[src/rtl/arya_mem_loader.sv]
// arya_mem_loader: streams an image into arya's memory, optionally reads it back, and gates core_en on matching checksums.
// Define ARYA_LOADER_VERIFY_EN to build the readback phase; without it LOAD goes straight to DONE.
module arya_mem_loader #(
    parameter int MEM_ADDR_WIDTH = 10,
    parameter int DATAPATH_WIDTH = 64
) (
    input  logic                      clk,
    input  logic                      reset,
    input  logic                      start,
    input  logic [MEM_ADDR_WIDTH-1:0] base_addr,
    input  logic [MEM_ADDR_WIDTH:0]   word_count,
    input  logic [DATAPATH_WIDTH-1:0] in_data,
    input  logic                      in_valid,
    output logic                      in_ready,
    output logic [MEM_ADDR_WIDTH-1:0] mem_addr_out,
    output logic [DATAPATH_WIDTH-1:0] mem_wdata_out,
    output logic                      setup_mem,
    output logic                      verify_mem,
    input  logic [DATAPATH_WIDTH-1:0] mem_rdata_in,
    output logic                      core_en,
    output logic                      busy,
    output logic                      done,
    output logic                      pass,
    output logic [DATAPATH_WIDTH-1:0] checksum
);
    localparam int AW = MEM_ADDR_WIDTH;
    localparam int DW = DATAPATH_WIDTH;
`ifdef ARYA_LOADER_VERIFY_EN
    typedef enum logic [2:0] {IDLE, LOAD, VFY_RD, VFY_DRAIN, DONE} state_t;
`else
    typedef enum logic [1:0] {IDLE, LOAD, DONE} state_t;
`endif
    state_t state, state_nxt;
    logic [AW-1:0] base, ptr;
    logic [AW:0] cnt, rem;
    logic [DW-1:0] ld_sum;
    logic start_ok, accept, last, issue, match;
    assign start_ok = start && (state == IDLE || state == DONE);
    assign accept = state == LOAD && in_valid;
    assign last = rem == (AW+1)'(1);
`ifdef ARYA_LOADER_VERIFY_EN
    logic [DW-1:0] vf_sum;
    logic rd_pend;
    assign issue = state == VFY_RD;
    // Readback data arrives one cycle after its address, so fold on the delayed issue flag.
    always_ff @(posedge clk) begin
        if (reset) begin
            vf_sum <= '0;
            rd_pend <= 1'b0;
        end else begin
            rd_pend <= issue;
            if (start_ok) vf_sum <= '0;
            else if (rd_pend) vf_sum <= {vf_sum[DW-2:0], vf_sum[DW-1]} ^ mem_rdata_in;
        end
    end
    assign match = vf_sum == ld_sum;
    assign verify_mem = state == VFY_RD || state == VFY_DRAIN;
`else
    logic unused_rdata;
    assign unused_rdata = ^mem_rdata_in;
    assign issue = 1'b0;
    assign match = 1'b1;
    assign verify_mem = 1'b0;
`endif
    // The last accepted word rewinds ptr/rem so the readback pass reuses them.
    always_ff @(posedge clk) begin
        if (reset) begin
            state <= IDLE;
            base <= '0;
            cnt <= '0;
            ptr <= '0;
            rem <= '0;
            ld_sum <= '0;
        end else begin
            state <= state_nxt;
            if (start_ok) begin
                base <= base_addr;
                cnt <= word_count;
                ptr <= base_addr;
                rem <= word_count;
                ld_sum <= '0;
            end else if (accept) begin
                ld_sum <= {ld_sum[DW-2:0], ld_sum[DW-1]} ^ in_data;
                ptr <= last ? base : ptr + 1'b1;
                rem <= last ? cnt : rem - 1'b1;
            end else if (issue) begin
                ptr <= ptr + 1'b1;
                rem <= rem - 1'b1;
            end
        end
    end
    always_comb begin
        state_nxt = state;
        if (start_ok) state_nxt = word_count == '0 ? DONE : LOAD;
`ifdef ARYA_LOADER_VERIFY_EN
        else if (accept && last) state_nxt = VFY_RD;
        else if (issue && last) state_nxt = VFY_DRAIN;
        else if (state == VFY_DRAIN) state_nxt = DONE;
`else
        else if (accept && last) state_nxt = DONE;
`endif
    end
    assign in_ready = state == LOAD;
    assign setup_mem = accept;
    assign mem_addr_out = (accept || issue) ? ptr : '0;
    assign mem_wdata_out = accept ? in_data : '0;
    assign busy = state != IDLE && state != DONE;
    assign done = state == DONE;
    assign pass = done && match;
    assign core_en = pass;
    assign checksum = ld_sum;
endmodule
[config.mk]
export PLATFORM = sky130hd
export DESIGN_NAME = arya_mem_loader
export DESIGN_NICKNAME = d
export VERILOG_FILES = /design/src/rtl/arya_mem_loader.sv
export SDC_FILE = /design/constraint.sdc
export NUM_CORES = 1
export LEC_CHECK = 0
export CORE_AREA = 2 2 114 116
export CTS_BUF_LIST = sky130_fd_sc_hd__clkbuf_8
export DETAILED_ROUTE_END_ITERATION = 8
export DIE_AREA = 0 0 116 118
export DONT_BUFFER_PORTS = 1
export GPL_TIMING_DRIVEN = 0
export PLACE_DENSITY = 0.67
export SLEW_MARGIN = 20
export SYNTH_ARGS = -nofsm -noshare
export SYNTH_HDL_FRONTEND = slang
export SYNTH_SLANG_ARGS = --single-unit
[constraint.sdc]
create_clock -name clk -period 2.3 [get_ports clk]
set_input_delay 0.69 -clock clk [delete_from_list [all_inputs] [get_ports clk]]
set_output_delay 0.69 -clock clk [all_outputs]
set_load 0.01 [all_outputs]
# ---- Word level (Yosys, flattened, before mapping)
# Index checks and enable logic that the tools add are counted.
dict set report word_totals {
  ff_bits 108
  input_bits 153
  out_inout_bits 145
}
dict set report op_classes {
  addsub 2
  eq_ne 4
  mux 11
  n_bitwise 1
  reduce_logical 11
}
# cell n
set op_table {}
lappend op_table {{two-way mux 64 bit} 1}
lappend op_table {{XOR 64 bit} 1}
lappend op_table {{two-way mux 10 bit} 4}
lappend op_table {{two-way mux 11 bit} 3}
lappend op_table {{equality test 11 x 1 -> 1 bit, second input constant} 1}
lappend op_table {{zero test 11 bit} 1}
lappend op_table {{subtractor 11 x 1 -> 11 bit, second input constant} 1}
lappend op_table {{adder 10 x 1 -> 10 bit, second input constant} 1}
lappend op_table {{two-way mux 2 bit} 3}
lappend op_table {{nonzero test 2 bit} 3}
lappend op_table {{logical AND 1 bit} 4}
lappend op_table {{equality test 2 x 1 -> 1 bit, second input constant} 1}
lappend op_table {{equality test 2 bit, second input constant} 1}
lappend op_table {{zero test 2 bit} 1}
lappend op_table {{inequality test 2 bit, second input constant} 1}
lappend op_table {{OR reduction 2 bit} 1}
lappend op_table {{logical OR 1 bit} 1}

# ---- Longest topological paths before layout
dict set report depth {
  ltp_word 5
  ltp_mapped 9
  mapped_depth_nobuf 7
}

# ---- Worst setup path before layout
# No wires, ideal clock.
dict set report synth_path {
  kind {input port to output port}
  start {input port in_valid}
  end {output port setup_mem}
  arrival_time_ns 1.618
  required_ns 1.610
  setup_slack_ns -0.008
  path_stages 4
  n_path_buf 2
  cell_sequence {nand3b_1 clkinv_1 clkbuf_1 clkbuf_1}
}
dict set report synth_between {
  elab_chain_cells 1
}
# item line_no
set synth_lines {}
lappend synth_lines {{start, declared} 13} ;# input logic in_valid,
lappend synth_lines {{logical AND 1 bit} 39} ;# assign accept = state == LOAD && in_valid;
lappend synth_lines {{end, declared} 17} ;# output logic setup_mem,
# No other way between the ends.

# ---- Final worst setup path
dict set report layout_path {
  start {register state[0]}
  end {output port mem_wdata_out[22]}
}
dict set report layout_between {
  elab_chain_cells 3
}
# item line_no
set layout_lines {}
lappend layout_lines {{start, declared} 33} ;# state_t state, state_nxt;
lappend layout_lines {{start signal, assigned} 75} ;# state <= state_nxt;
lappend layout_lines {{equality test 2 x 1 -> 1 bit} 39}
lappend layout_lines {{logical AND 1 bit} 39}
lappend layout_lines {{two-way mux 64 bit} 106} ;# assign mem_wdata_out = accept ? in_data : '0;
lappend layout_lines {{end, declared} 16} ;# output logic [DATAPATH_WIDTH-1:0] mem_wdata_out,
# No other way between the ends.

==> reports/qor.txt <==
synthesized area per cell = 8.31 um2
CP arrival = 1.57 ns
Syn Nets = 807
top_reg_cell synth = dfxtp_1
Slew @ Worst Pin = 0.608 ns
die area = 13700 um2
Hold Crit Class = in2reg
Starting Density = 43.6%
Slew Limit Headroom = 59.5%
pwr dens = 679 nW/um2
IO Pins = 298
CTS tree = built
final wirelength = 17000 um
Final Skew = 0.0129 ns
Distinct cells, synth = 48
IR drop worst, VDD = 0.331 mV
vias in the first global route = 4810
setup violators final = 0
Longest Clk Path Bufs = 2
count of input and output buffers = 0
Worst-path clk slew = 0.10 ns
vias = 4999
number of cell rows = 41
CP required = 1.61 ns
Startpoint Class = flop
H-tree lvl count = 3
outcome = finished clean
layout cells sized above 1 = 11.5%
Setup WS post-layout = 0.0407 ns
CP Max Fanout = 10
initial antenna violation count = 0
CTS Sinks = 108
routability congestion estimate = 0.890
Nets = 828
fmax = 443 MHz
grt total ovfl = 0
pre-CTS setup slack = -0.598 ns
cell with the most instances after synthesis = dfxtp_1
WS Path Type = reg2out
asr flop ratio synth = 0%
Seq cells post-synth = 108
final hold vios = 0
CP max stage cell = dfxtp_4
largest net degree at the start of global routing = 18
Tcrit/Tclk final = 98.2%
Tmin final = 2.26 ns
drt drc = 0
Area Overhead vs Synth = 12.2%
Die Height = 118 um
FILL cells = 1212
first-pass GRT wire length = 25700 um
dpl cells = 823
leakage power = 2.28 nW
Syn Inst Count = 651
CP Capture Type = primary output
count of final max-slew check failures = 0
diode count = 0
Synth top area share = 39.9%
Critical Path Max Stage Delay = 0.39 ns
root buf cell = clkbuf_8
Cell Chain, Critical Path = nor2b_4, clkbuf_16, buf_4, and3_1
ANT nets after route = 0
RSZ-0062 raised after global routing = true
number of synthesized flops with an enable pin = 0
final setup TNS = 0 ns
Seq/Total Area, Yosys = 39.9%
post-DR vias/cell = 5.89
max-cap viol count = 0
final hold slack = 0.428 ns
post-synthesis cell area = 5410 um2
core area = 12400 um2
Total Routing Usage GR = 24.1%
hpwl dp = 12500 um
number of DRC markers in iteration 0 = 451
top post-synthesis cells by count = dfxtp_1 (108), nor2_1 (85), and3_1 (75), xnor2_1 (70), nand2_1 (66)
die width = 116 um
top cells by area, synth = dfxtp_1 (40%), xnor2_1 (11%), a211oi_1 (8.9%), and3_1 (8.7%), nor2_1 (5.9%)
total CTS buffers = 9
1st-pass router iterations = 5
worst-skew pair later-pin latency = 0.39 ns
per-cell routed wire length = 20.1 um
Final Instance Count excl. Fillers = 849
Synth warnings = 0
area leader, netlist = dfxtp_1
[worst max-delay path, delay by kind of cell, from the launching register on]
kind / cells / cell delay [ns]
and+or+nand+nor: 2 / 0.43
buffers and inverters: 2 / 0.36
DFF: 1 / 0.39
[stage by stage]
step,instance area [um2],power [W],util [%]
finish,6070,0.00412,48.9
floorplan,5410,0.00267,-
CTS,5940,0.00413,47.8
detailed placement,5630,0.00286,45.3
global route,6070,0.00433,48.9
global placement,5630,0.00284,45.3
[final timing paths]
kind,startpoint,end,slack (ns),depth (start not counted)
worst min-delay path,base_addr[1],base[1]$_SDFFE_PP0P_,0.43,2
worst max register to register,rem[1]$_SDFFE_PP0P_,ptr[7]$_SDFFE_PP0P_,0.07,8
worst min register to register,cnt[10]$_SDFFE_PP0P_,cnt[10]$_SDFFE_PP0P_,0.46,2
worst max-delay path,state[0]$_SDFFE_PP0P_,mem_wdata_out[22],0.04,4
[cells in the final DEF, fill, tap and decap left out, types with 12 or more instances in the layout]
master / synthesis / routed
a211oi_1: 64 / 64
a21oi_1: 27 / 27
and3_1: 75 / 63
and3_4: 0 / 12
buf_4: 4 / 14
clkbuf_1: 46 / 29
clkbuf_8: 0 / 13
dfxtp_1: 108 / 105
nand2_1: 66 / 66
nor2_1: 85 / 85
xnor2_1: 70 / 70
[state kept, by name, summed over array words and instances, names as in the netlist]
signal    cells
ptr          10
cnt          11
rem          11
checksum     64
state         2
base         10
[repair_timing]
action	CTS	global route
hold buffers	0	0
hold endpoints to repair	0	0
cloned	0	1
pin swaps	3	1
setup buffers	3	6
setup endpoints to repair	144	67
gates resized for setup	28	34
[per-layer routing]
layer  up-vias  global-route usage [%]  share of wire (%)  wire [um]
li1       2324                       -                  -          -
met5         -                       0                  0          0
met3        26                    5.05                7.4       1260
met1      2412                    31.7                 43       7350
met4         0                    9.97                1.9        326
met2       237                    38.1                 48       8110
[power breakdown]
part           switching (W)  internal (W)
Combinational       0.000443      0.000324
Clock               0.000680      0.000566
Sequential          0.000139       0.00197
[cells by family (layout without fill, tap and decap cells)]
kind of cell,after synthesis,after routing,share of synthesized area [%]
other cells,1,1,0.0693
compound gates,129,129,16.5
mux,3,3,0.601
fa+ha+maj,3,3,0.694
xor+xnor,76,76,12.3
simple gates,270,270,24.7
buf+inv,61,87,5.13
flops,108,108,39.9
[area by class of cell]
cell class              instances  area, um2  share of cell area (%)
clock inverters                 5       58.8                   0.968
repair buffers                 10       72.6                    1.19
clock buffers                  11        151                    2.49
flip-flops and latches        108       2170                    35.7
inverters                       3       13.8                   0.227
plain buffers                  58        342                    5.62
multi-input cells             482       3050                    50.3
well taps                     172        215                    3.54
Power figures use the tool's default switching activity.
